File: config.mk
export PLATFORM = sky130hd
export DESIGN_NAME = dlfloat_dot_seq
export DESIGN_NICKNAME = d
export VERILOG_FILES = /design/src/rtl/dlfloat_pkg.sv /design/src/rtl/dlfloat_lat_timer.sv /design/src/rtl/dlfloat_dot_seq.sv
export SDC_FILE = /design/constraint.sdc
export NUM_CORES = 1
export LEC_CHECK = 0
export ABC_CLOCK_PERIOD_IN_PS = 2310
export BUFFER_PORTS_ARGS = -buffer_cell sky130_fd_sc_hd__clkbuf_2
export CAP_MARGIN = 20
export CORE_ASPECT_RATIO = 0.8
export CORE_MARGIN = 8
export CORE_UTILIZATION = 47
export CTS_CLUSTER_DIAMETER = 150
export CTS_CLUSTER_SIZE = 40
export DETAILED_ROUTE_END_ITERATION = 10
export MAX_ROUTING_LAYER = met4
export PLACE_DENSITY = 0.83
export SYNTH_ARGS = -nofsm -noshare
export SYNTH_HDL_FRONTEND = slang
export SYNTH_SLANG_ARGS = --single-unit
File: constraint.sdc
create_clock -name clk -period 2.31 [get_ports clk]
set_input_delay 0.231 -clock clk [delete_from_list [all_inputs] [get_ports clk]]
set_output_delay 0.231 -clock clk [all_outputs]
set_load 0.005 [all_outputs]
File: src/rtl/dlfloat_pkg.sv
// dlfloat_pkg: shared constants and types for the DLFloat16 MAC datapath.
// DLFloat16 layout: [15] sign, [14:9] exponent (bias 31), [8:0] mantissa.
// 16'hFFFF is the combined NaN/Inf sentinel.
package dlfloat_pkg;

    localparam int unsigned     DLF_W    = 16;
    localparam logic [DLF_W-1:0] DLF_NAN  = 16'hFFFF;
    localparam logic [DLF_W-1:0] DLF_ZERO = 16'h0000;
    localparam int unsigned     DLF_BIAS = 31;

    // Dot-product sequencer states, fixed 3-bit encoding.
    typedef enum logic [2:0] {
        ST_IDLE  = 3'd0,
        ST_CLEAR = 3'd1,
        ST_LOAD  = 3'd2,
        ST_ISSUE = 3'd3,
        ST_WAIT  = 3'd4,
        ST_DONE  = 3'd5
    } seq_state_t;

    function automatic logic dlf_is_nan(input logic [DLF_W-1:0] v);
        return v == DLF_NAN;
    endfunction

endpackage

File: src/rtl/dlfloat_lat_timer.sv
// dlfloat_lat_timer: loadable down-counter used to pace MAC accumulator feedback.
// Ports:
//   clk, rst  - clock, synchronous active-high reset
//   load      - load the counter with value (takes priority over counting)
//   value     - load value
//   expire    - high while the counter holds 1, i.e. the last counted cycle
module dlfloat_lat_timer #(
    parameter  int unsigned MAC_LAT = 3,
    localparam int unsigned CW      = $clog2(MAC_LAT + 1)
) (
    input  logic          clk,
    input  logic          rst,
    input  logic          load,
    input  logic [CW-1:0] value,
    output logic          expire
);

    logic [CW-1:0] count;

    always_ff @(posedge clk) begin
        if (rst) begin
            count <= '0;
        end else if (load) begin
            count <= value;
        end else if (count != '0) begin
            count <= count - 1'b1;
        end
    end

    assign expire = (count == CW'(1));

endmodule

File: src/rtl/dlfloat_dot_seq.sv
// dlfloat_dot_seq: dot-product sequencer in front of the accumulating DLFloat16 MAC.
// Accepts a job length, streams operand pairs over valid/ready, issues each pair
// to the MAC spaced by MAC_LAT+2 cycles, and returns mac_c as the result.
// Ports:
//   clk, rst            - clock, synchronous active-high reset
//   start, cfg_len      - begin job of cfg_len pairs (sampled in IDLE only)
//   in_valid/in_ready   - operand pair handshake, in_a/in_b operands
//   mac_en, mac_clr     - one-cycle issue / accumulator-clear strobes
//   mac_a, mac_b        - registered operands to the MAC; mac_c accumulator in
//   res_valid/res_ready - result handshake, res_data final dot product
//   busy                - high in every state except IDLE
// Optional build macro DLF_NAN_FLUSH_EN: a sentinel operand sets a sticky flag,
// stops issuing, drains the remaining pairs and returns 16'hFFFF.
module dlfloat_dot_seq
    import dlfloat_pkg::*;
#(
    parameter int unsigned MAC_LAT = 3,
    parameter int unsigned LEN_W   = 8
) (
    input  logic             clk,
    input  logic             rst,
    input  logic             start,
    input  logic [LEN_W-1:0] cfg_len,
    input  logic             in_valid,
    output logic             in_ready,
    input  logic [DLF_W-1:0] in_a,
    input  logic [DLF_W-1:0] in_b,
    output logic             mac_en,
    output logic             mac_clr,
    output logic [DLF_W-1:0] mac_a,
    output logic [DLF_W-1:0] mac_b,
    input  logic [DLF_W-1:0] mac_c,
    output logic             res_valid,
    input  logic             res_ready,
    output logic [DLF_W-1:0] res_data,
    output logic             busy
);

    localparam int unsigned LAT_W = $clog2(MAC_LAT + 1);

    seq_state_t       state;
    logic [LEN_W-1:0] rem;
    logic             wait_done;
`ifdef DLF_NAN_FLUSH_EN
    logic             nan_flag;
`endif

    dlfloat_lat_timer #(
        .MAC_LAT (MAC_LAT)
    ) u_timer (
        .clk    (clk),
        .rst    (rst),
        .load   (state == ST_ISSUE),
        .value  (LAT_W'(MAC_LAT)),
        .expire (wait_done)
    );

    // Strobes and flags decode straight from the state register.
    assign in_ready  = (state == ST_LOAD);
    assign mac_en    = (state == ST_ISSUE);
    assign mac_clr   = (state == ST_CLEAR);
    assign res_valid = (state == ST_DONE);
    assign busy      = (state != ST_IDLE);

    always_ff @(posedge clk) begin
        if (rst) begin
            state    <= ST_IDLE;
            rem      <= '0;
            mac_a    <= '0;
            mac_b    <= '0;
            res_data <= '0;
`ifdef DLF_NAN_FLUSH_EN
            nan_flag <= 1'b0;
`endif
        end else begin
            case (state)
                ST_IDLE: begin
                    if (start) begin
                        rem   <= cfg_len;
                        state <= ST_CLEAR;
                    end
                end
                ST_CLEAR: begin
`ifdef DLF_NAN_FLUSH_EN
                    nan_flag <= 1'b0;
`endif
                    if (rem == '0) begin
                        res_data <= DLF_ZERO;
                        state    <= ST_DONE;
                    end else begin
                        state <= ST_LOAD;
                    end
                end
                ST_LOAD: begin
                    if (in_valid) begin
                        if (rem != '0) begin
                            rem <= rem - 1'b1;
                        end
`ifdef DLF_NAN_FLUSH_EN
                        // Once poisoned, every remaining pair is accepted and
                        // dropped back-to-back; the last one closes the job.
                        if (nan_flag || dlf_is_nan(in_a) || dlf_is_nan(in_b)) begin
                            nan_flag <= 1'b1;
                            if ((rem == LEN_W'(1)) || (rem == '0)) begin
                                res_data <= DLF_NAN;
                                state    <= ST_DONE;
                            end
                        end else begin
                            mac_a <= in_a;
                            mac_b <= in_b;
                            state <= ST_ISSUE;
                        end
`else
                        mac_a <= in_a;
                        mac_b <= in_b;
                        state <= ST_ISSUE;
`endif
                    end
                end
                ST_ISSUE: begin
                    state <= ST_WAIT;
                end
                ST_WAIT: begin
                    if (wait_done) begin
                        if (rem != '0) begin
                            state <= ST_LOAD;
                        end else begin
                            res_data <= mac_c;
                            state    <= ST_DONE;
                        end
                    end
                end
                ST_DONE: begin
                    if (res_ready) begin
                        state <= ST_IDLE;
                    end
                end
                default: begin
                    state <= ST_IDLE;
                end
            endcase
        end
    end

endmodule
==> flow_summary.json, run 1 <==
{
  "maxSlewHeadroom": 0.585,
  "grt_max_degree": 33,
  "die_x_um": 99.8,
  "cp_max_fo": 16,
  "htree_levels": 3,
  "fin_hold_ws_ns": 0.113,
  "wl_um": 7540,
  "fin_crit_sh": 0.946,
  "p_per_area_nw_per_um2": 1100,
  "place_area_um2": 3280,
  "ys_ff_latch": 61,
  "arrival_ns": 2.39,
  "io_pins": 114,
  "cts_buffers": 9,
  "rrSetupSlack_ns": 0.13,
  "async_reset_ff_frac": 0,
  "hold_path_class": "in -> reg",
  "clk_latency_ns": 0.33,
  "status": "finished, final reports clean",
  "dieArea_um2": 8290,
  "drc_errors": 0,
  "skew_ns": 0.00463,
  "yosysUniqueCellTypes": 44,
  "cp_data_required_time_ns": 2.52,
  "drt_iter0_drc": 151,
  "syn_nets": 398,
  "finalHoldViolations": 0,
  "fill_cells": 491,
  "cts_root_buf": "clkbuf_8",
  "ys_warn_count": 0,
  "grt_pass1_wl_um": 12400,
  "start_util": 0.486,
  "port_buffers": 113,
  "maxSlewViolCount": 0,
  "setup_tns_ns": 0,
  "synth-main-ff-cell": "dfxtp_1",
  "num-nets-final": 506,
  "vias": 2731,
  "drive_gt1_frac": 0.327,
  "worstMarginPinSlew_ns": 0.613,
  "crit_path_end_kind": "register",
  "hpwl_um": 5560,
  "syn-instance-count": 334,
  "core_um2": 5440,
  "path_clk_slew_ns": 0.07,
  "p_leak_nw": 1.48,
  "place.gp.congestion": 0.920,
  "synth_edf_count": 0,
  "cts_num_sinks": 61,
  "area_delta_synth_final_pct": 32.1,
  "grt_pass1_vias": 2625,
  "cts_setup_buffers": 0,
  "overflow": 0,
  "synth.avg_cell_area_um2": 7.91,
  "diodes": 0,
  "vias_per_cell": 5.20,
  "worstSetupStartpointType": "register",
  "cts_resized": 0,
  "hold_buffers": 0,
  "vdd_ir_drop_max_mv": 0.709,
  "rsz0062_at_grt": "false",
  "first_pass_iters": 4,
  "min_period_ns": 2.18,
  "fmax_ghz": 0.458,
  "fp.dieH_um": 83.1,
  "antenna_found_initial": 0,
  "fin_area_um2": 3490,
  "track_usage": 0.188,
  "critPathKind": "reg -> reg",
  "cts_tree": "yes",
  "ant_nets": 0,
  "clockBufferDepth": 2,
  "post-route-util": 0.642,
  "rows": 24,
  "syn-cell-area_um2": 2640,
  "synth.yosys.seq_area_share": 0.462,
  "cap_violations": 0,
  "setup_violations": 0,
  "wire_per_inst_um": 14.4
}
[per-layer routing]
| layer | vias to the layer above | part of all wire | global-route usage |
|---|---|---|---|
| met4 | 0 | 0.014 | 0.0631 |
| met1 | 1234 | 0.43 | 0.230 |
| met2 | 114 | 0.46 | 0.269 |
| met5 | - | 0 | - |
| li1 | 1373 | - | - |
| met3 | 10 | 0.098 | 0.0817 |
[where the power goes]
group	switching, mW	total (mW)	internal [mW]
sequential	0.160	1.38	1.22
clock	0.393	0.978	0.585
combinational	0.906	1.49	0.581
[final timing paths]
check,from,depth (start not counted),endpoint
min,in_b[0],3,mac_b[0]$_SDFFE_PP0P_
min reg2reg,mac_b[9]$_SDFFE_PP0P_,2,mac_b[9]$_SDFFE_PP0P_
max reg2reg,rem[0]$_SDFFE_PP0P_,6,res_data[7]$_SDFFE_PP0P_
max,rem[0]$_SDFFE_PP0P_,6,res_data[7]$_SDFFE_PP0P_
[logic make-up after synthesis]
group | synth area share
adders and majority gates | 0.0142
buffers and inverters | 0.0568
and+or+nand+nor | 0.242
muxes | 0.00805
AOI/OAI and AO/OA | 0.214
DFF | 0.462
xor gates and xnor gates | 0.00332
[metrics by stage]
stage	std cells	setup slack [ns]	power, mW
floorplan	334	0.370	2.42
global placement	509	0.260	2.80
detailed placement	509	0.192	2.84
CTS	525	0.161	3.85
finish	525	0.126	3.84
global route	525	0.0387	4.11
[flip-flops by register name, indices dropped and copies added, names as in the netlist]
name / count
mac_a: 16
mac_b: 16
rem: 8
res_data: 16
state: 3
u_timer.count: 2
[synth_stat cells, types with 4 or more instances]
cell      number  share of area
nor2_1         7         0.0099
inv_1         11          0.016
a21oi_1       60           0.11
dfxtp_1       61           0.46
clkbuf_1      20          0.028
nor3_1         7          0.013
nand3_1       18          0.034
o32ai_1        4          0.013
a221oi_1       4          0.013
o21ai_0        4         0.0076
o31ai_1        4          0.011
nand2_1       87           0.12
[cell usage in the layout (no fill, tap or decap), types with 2 or more instances in the layout]
master | Yosys | routed
a211oi_1 | 3 | 3
a21oi_1 | 60 | 60
a221oi_1 | 4 | 4
a31o_2 | 2 | 2
buf_4 | 1 | 9
clkbuf_2 | 0 | 113
clkbuf_8 | 0 | 12
dfxtp_1 | 61 | 61
ha_1 | 3 | 3
inv_1 | 11 | 11
nand2_1 | 87 | 87
nand2b_1 | 3 | 3
nand3_1 | 18 | 18
nor2_1 | 7 | 7
nor2b_1 | 2 | 2
nor3_1 | 7 | 7
nor4_1 | 3 | 3
o21a_1 | 3 | 3
o21ai_0 | 4 | 4
o31ai_1 | 4 | 4
o32ai_1 | 4 | 4
or3_1 | 2 | 2
[area by class of cell]
cell class | instances | area, um^2 | share of cell area
Inverter | 11 | 41.3 | 0.0118
Clock inverter | 3 | 42.5 | 0.0122
Timing Repair Buffer | 122 | 633 | 0.181
Tap cell | 78 | 97.6 | 0.0280
Sequential cell | 61 | 1220 | 0.350
Multi-Input combinational cell | 237 | 1280 | 0.368
Clock buffer | 13 | 169 | 0.0484
[worst max-delay path, cell delays in order (launching register included)]
cell	delay [ns]
dfxtp_1	0.32
inv_1	0.09
ha_1	0.23
or4b_1	0.61
a2111o_1	0.58
nand2_1	0.17
a21oi_1	0.07
No activity file was read; power rests on OpenSTA's default activity.
==> run 2, diff against run 1 <==
- GPL_ROUTABILITY_DRIVEN: not set -> 1
- SYNTH_HIERARCHICAL: not set -> 1
==> flow_summary.json, run 2 <==
{
  "drive_gt1_frac": 0.332,
  "crit_buf_inv": 1,
  "skew_ns": 0.00399,
  "io_pins": 114,
  "yosysMostFrequentCell": "nand2_1",
  "p_leak_nw": 1.48,
  "crit_path_end_kind": "register",
  "crit_chain": "inv_1 -> ha_1 -> or3b_2 -> o21ai_1 -> a221oi_1 -> a31o_2",
  "synth_top_family_by_area": "simple AND/OR/NAND/NOR gates",
  "p_sw_mw": 1.35,
  "yosysUniqueCellTypes": 48,
  "hold_buffers": 0,
  "cts_setup_buffers": 0,
  "netSwitchingFraction": 0.373,
  "path_clk_slew_ns": 0.07,
  "grt_pass1_vias": 2681,
  "cts_buffers": 9,
  "htree_levels": 3,
  "ys_warn_count": 6,
  "grt_max_degree": 33,
  "synth_top_area_cell": "dfxtp_1",
  "syn-cell-area_um2": 2620,
  "wire_per_inst_um": 14.9,
  "track_usage": 0.193,
  "cp_max_fo": 7,
  "fp.dieH_um": 82.8,
  "synth-main-ff-cell": "dfxtp_1",
  "p_seq_frac": 0.362,
  "arrival_ns": 2.36,
  "ys_ff_latch": 61,
  "cp.depth": 6,
  "critical_path.top_delay_family": "compound AO/OA/AOI/OAI gates",
  "hpwl_um": 5640,
  "rows": 24,
  "area_delta_synth_final_pct": 31.9,
  "synthTopCellsByArea": "dfxtp_1 (47%), nand2_1 (13%), a21oi_1 (7.3%), o21ai_0 (3.8%), nand3_1 (3.6%)",
  "cts_root_buf": "clkbuf_8",
  "finalHoldViolations": 0,
  "power.internal_mw": 2.27,
  "vdd_ir_drop_max_mv": 0.588,
  "hold_path_class": "in -> reg",
  "place.gp.congestion": 0.853,
  "setup_violations": 0,
  "multi_input_area_um2": 1290,
  "critPathKind": "reg -> reg",
  "min_period_ns": 2.12,
  "drt_iter0_drc": 227,
  "fmax_ghz": 0.471,
  "synth-simple-area-share": 0.259,
  "reg_top3": "mac_a: 16 flops, mac_b: 16 flops, res_data: 16 flops",
  "vias": 2773,
  "rr_worst_depth": 6,
  "rsz0062_at_grt": "false",
  "cts_tree": "yes",
  "grt_pass1_wl_um": 12400,
  "clk_latency_ns": 0.34,
  "core_um2": 5410,
  "p_per_area_nw_per_um2": 1050,
  "slowest_stage": "or3b_2",
  "overflow": 0,
  "clkPwrFrac": 0.253,
  "max_stage_delay_ns": 0.52,
  "synth_edf_count": 0,
  "post-route-util": 0.639,
  "layout_commonest_cell": "clkbuf_2",
  "first_pass_iters": 4,
  "cts_num_sinks": 61,
  "worstMarginPinSlew_ns": 0.722,
  "synthMuxAreaShare": 0.00764,
  "hold_depth": 3,
  "drc_errors": 0,
  "synth.yosys.seq_area_share": 0.466,
  "cap_violations": 0,
  "cp_data_required_time_ns": 2.54,
  "num-nets-final": 508,
  "synth.avg_cell_area_um2": 7.86,
  "async_reset_ff_frac": 0,
  "synthXorXnorAreaFrac": 0.00334,
  "maxSlewViolCount": 0,
  "combinationalPowerShare": 0.385,
  "antenna_found_initial": 0,
  "synth_compound_area_frac": 0.202,
  "worstSetupStartpointType": "register",
  "dieArea_um2": 8230,
  "cts_resized": 0,
  "vias_per_cell": 5.39,
  "port_buffers": 113,
  "fin_crit_sh": 0.920,
  "seq_area_um2": 1220,
  "fill_cells": 502,
  "clockBufferDepth": 2,
  "synthDominantCellAreaShare": 0.466,
  "maxSlewHeadroom": 0.518,
  "layout_common_cells": "clkbuf_2 (113), nand2_1 (89), dfxtp_1 (61)",
  "synth_common_cells": "nand2_1 (89), dfxtp_1 (61), a21oi_1 (38)",
  "start_util": 0.484,
  "setup_tns_ns": 0,
  "status": "finished, final reports clean",
  "syn-instance-count": 333,
  "wl_um": 7650,
  "die_x_um": 99.5,
  "ant_nets": 0,
  "diodes": 0,
  "synthAdderAreaFrac": 0.0143
}
==> run 2: routing by layer <==
layer / vias up / GRT usage / part of all wire
met5: - / - / 0
met3: 17 / 0.0570 / 0.064
li1: 1374 / - / -
met1: 1285 / 0.211 / 0.40
met2: 97 / 0.325 / 0.51
met4: 0 / 0.0889 / 0.025
==> run 2: tightest hold or removal path: cells and delay by family <==
family,cells,cell delay [ns]
buf+inv,1,0.08
compound gates,1,0.05
simple gates,1,0.04
==> run 2: cells by family after synthesis <==
logic type | Yosys count
buf+inv | 32
flops | 61
other cells | 1
compound gates | 87
simple gates | 146
fa+ha+maj | 3
mux | 2
xor+xnor | 1
==> run 2: area by class of cell <==
cell class | instances | share of cell area
Clock inverter | 7 | 0.0192
Tap cell | 65 | 0.0235
Timing Repair Buffer | 122 | 0.183
Inverter | 9 | 0.00978
Multi-Input combinational cell | 241 | 0.375
Clock buffer | 9 | 0.0359
Sequential cell | 61 | 0.353
==> run 2: through the flow <==
step                      hold WS, ns  area (um^2)  setup slack [ns]  instances  total power, mW
final                           0.107         3450             0.185        514             3.61
after global routing           0.0978         3450            0.0494        514             3.84
after CTS                      0.0932         3450             0.211        514             3.61
after detailed placement        0.449         3260             0.223        498             2.70
after global placement          0.441         3260             0.300        498             2.64
after floorplan                 0.325         2620             0.328        334             2.24
==> run 2: power by group through the flow <==
stage	logic [mW]	clock network, mW	registers (mW)
floorplan	0.913	0	1.33
global placement	1.32	0	1.32
detailed placement	1.37	0	1.33
CTS	1.37	0.933	1.30
global route	1.53	0.982	1.33
finish	1.39	0.916	1.31
==> run 2: final timing paths <==
kind / start / to / slack [ns]
worst max-delay path: rem[0]$_SDFFE_PP0P_ / rem[3]$_SDFFE_PP0P_ / 0.19
worst min-delay path: in_b[3] / mac_b[3]$_SDFFE_PP0P_ / 0.11
worst max register to register: rem[0]$_SDFFE_PP0P_ / rem[3]$_SDFFE_PP0P_ / 0.19
worst min register to register: mac_b[12]$_SDFFE_PP0P_ / mac_b[12]$_SDFFE_PP0P_ / 0.45
==> run 3, diff against run 2 <==
- RECOVER_POWER: not set -> 25
==> flow_summary.json, run 3 (synthesized netlist as in run 2, its figures left out) <==
{
  "status": "finished, final reports clean",
  "p_sw_mw": 1.35,
  "drc_errors": 0,
  "netSwitchingFraction": 0.373,
  "startpoint": "rem[0]$_SDFFE_PP0P_",
  "layout_common_cells": "clkbuf_2 (93), nand2_1 (89), dfxtp_1 (61)",
  "rrSetupSlack_ns": 0.17,
  "hpwl_um": 5640,
  "cts_setup_buffers": 0,
  "vdd_ir_drop_max_mv": 0.587,
  "grt_pass1_vias": 2681,
  "clockBufferDepth": 2,
  "fp.dieH_um": 82.8,
  "rows": 24,
  "htree_levels": 3,
  "crit_path_end_kind": "register",
  "power.internal_mw": 2.26,
  "wl_met1_um": 3090,
  "clkPwrFrac": 0.254,
  "cap_violations": 0,
  "first_pass_iters": 4,
  "r2r_end": "rem[2]$_SDFFE_PP0P_",
  "cts_tree": "yes",
  "r2r-start": "rem[0]$_SDFFE_PP0P_",
  "post-route-util": 0.634,
  "worstSetupStartpointType": "register",
  "drive_gt1_frac": 0.287,
  "track_usage": 0.193,
  "vias_per_cell": 5.41,
  "diodes": 0,
  "worstMarginPinSlew_ns": 0.726,
  "core_um2": 5410,
  "wl_met2_um": 3900,
  "cts_buffers": 9,
  "port_buffers": 113,
  "fin_crit_sh": 0.925,
  "layout_commonest_cell": "clkbuf_2",
  "combinationalPowerShare": 0.384,
  "hold_path_class": "in -> reg",
  "hold_buffers": 0,
  "grt_pass1_wl_um": 12400,
  "cp_max_fo": 7,
  "maxSlewHeadroom": 0.516,
  "rr_worst_depth": 6,
  "ant_nets": 0,
  "cts_num_sinks": 61,
  "top_layer": "met4",
  "drt_iter0_drc": 195,
  "clk_latency_ns": 0.34,
  "fin_hold_ws_ns": 0.108,
  "overflow": 0,
  "rsz0062_at_grt": "false",
  "vias": 2781,
  "finalHoldViolations": 0,
  "num-nets-final": 508,
  "met3_length_um": 485,
  "dieArea_um2": 8230,
  "cts_resized": 0,
  "fmax_ghz": 0.468,
  "antenna_found_initial": 0,
  "maxSlewViolCount": 0,
  "grt_max_degree": 33,
  "arrival_ns": 2.37,
  "reg_top3": "mac_a: 16 flops, mac_b: 16 flops, res_data: 16 flops",
  "skew_ns": 0.00428,
  "cp_data_required_time_ns": 2.54,
  "p_leak_nw": 1.41,
  "min_period_ns": 2.14,
  "wl_um": 7670,
  "start_util": 0.484,
  "cp-endpoint": "rem[2]$_SDFFE_PP0P_",
  "place.gp.congestion": 0.853,
  "die_x_um": 99.5,
  "io_pins": 114,
  "critPathKind": "reg -> reg",
  "setup_tns_ns": 0,
  "area_delta_synth_final_pct": 31.0,
  "wire_per_inst_um": 14.9,
  "cts_root_buf": "clkbuf_8",
  "setup_violations": 0,
  "path_clk_slew_ns": 0.07,
  "p_seq_frac": 0.363,
  "p_per_area_nw_per_um2": 1050
}
## run 3: cell types whose count changed in the layout (fill, tap and decap cells not counted), sizes merged
cell    delta
clkbuf     -1
buf        +1
## run 3: per-stage QoR
stage / worst slack (ns) / cells / instance area (um^2) / power, mW
after detailed placement: 0.223 / 498 / 3260 / 2.70
final: 0.174 / 514 / 3430 / 3.61
after global routing: 0.0494 / 514 / 3430 / 3.84
after global placement: 0.300 / 498 / 3260 / 2.64
after floorplan: 0.328 / 334 / 2620 / 2.24
after CTS: 0.211 / 514 / 3450 / 3.61
## run 3: area by class of cell
cell class              instances  area [um^2]
clock inverters                 7         66.3
repair buffers                122          608
clock buffers                   9          124
inverters                       9         33.8
fillers                       507         1980
well taps                      65         81.3
multi-input cells             241         1290
flip-flops and latches         61         1220
## run 3: power by group through the flow
stage	logic [mW]	registers [mW]	clock network, mW
after global placement	1.32	1.32	0
final	1.38	1.31	0.915
after detailed placement	1.37	1.33	0
after CTS	1.37	1.30	0.933
after floorplan	0.913	1.33	0
after global routing	1.53	1.33	0.982
## run 3: worst max-delay path: stages (launching register included)
cell and delay, ns:
dfxtp_1 0.32, inv_1 0.09, ha_1 0.21, or3b_2 0.52, o21ai_1 0.46, a221oi_1 0.19
a31o_2 0.24
## run 3: worst min-delay path by stage
stage	startpoint	to	slack [ns]	cells after the start
2_1_floorplan	rst	u_timer/count[1]$_SDFFE_PP0P_	0.32	1
3_3_place_gp	mac_b[0]$_SDFFE_PP0P_	mac_b[0]$_SDFFE_PP0P_	0.44	2
3_5_place_dp	mac_b[1]$_SDFFE_PP0P_	mac_b[1]$_SDFFE_PP0P_	0.45	2
4_1_cts	in_b[0]	mac_b[0]$_SDFFE_PP0P_	0.09	3
5_1_grt	in_a[3]	mac_a[3]$_SDFFE_PP0P_	0.1	3
6_report	in_b[15]	mac_b[15]$_SDFFE_PP0P_	0.11	3
## run 3: routing by layer
layer | global-route usage | up-vias
li1 | - | 1372
met1 | 0.211 | 1297
met2 | 0.325 | 93
met3 | 0.0570 | 19
met4 | 0.0889 | 0
met5 | - | -
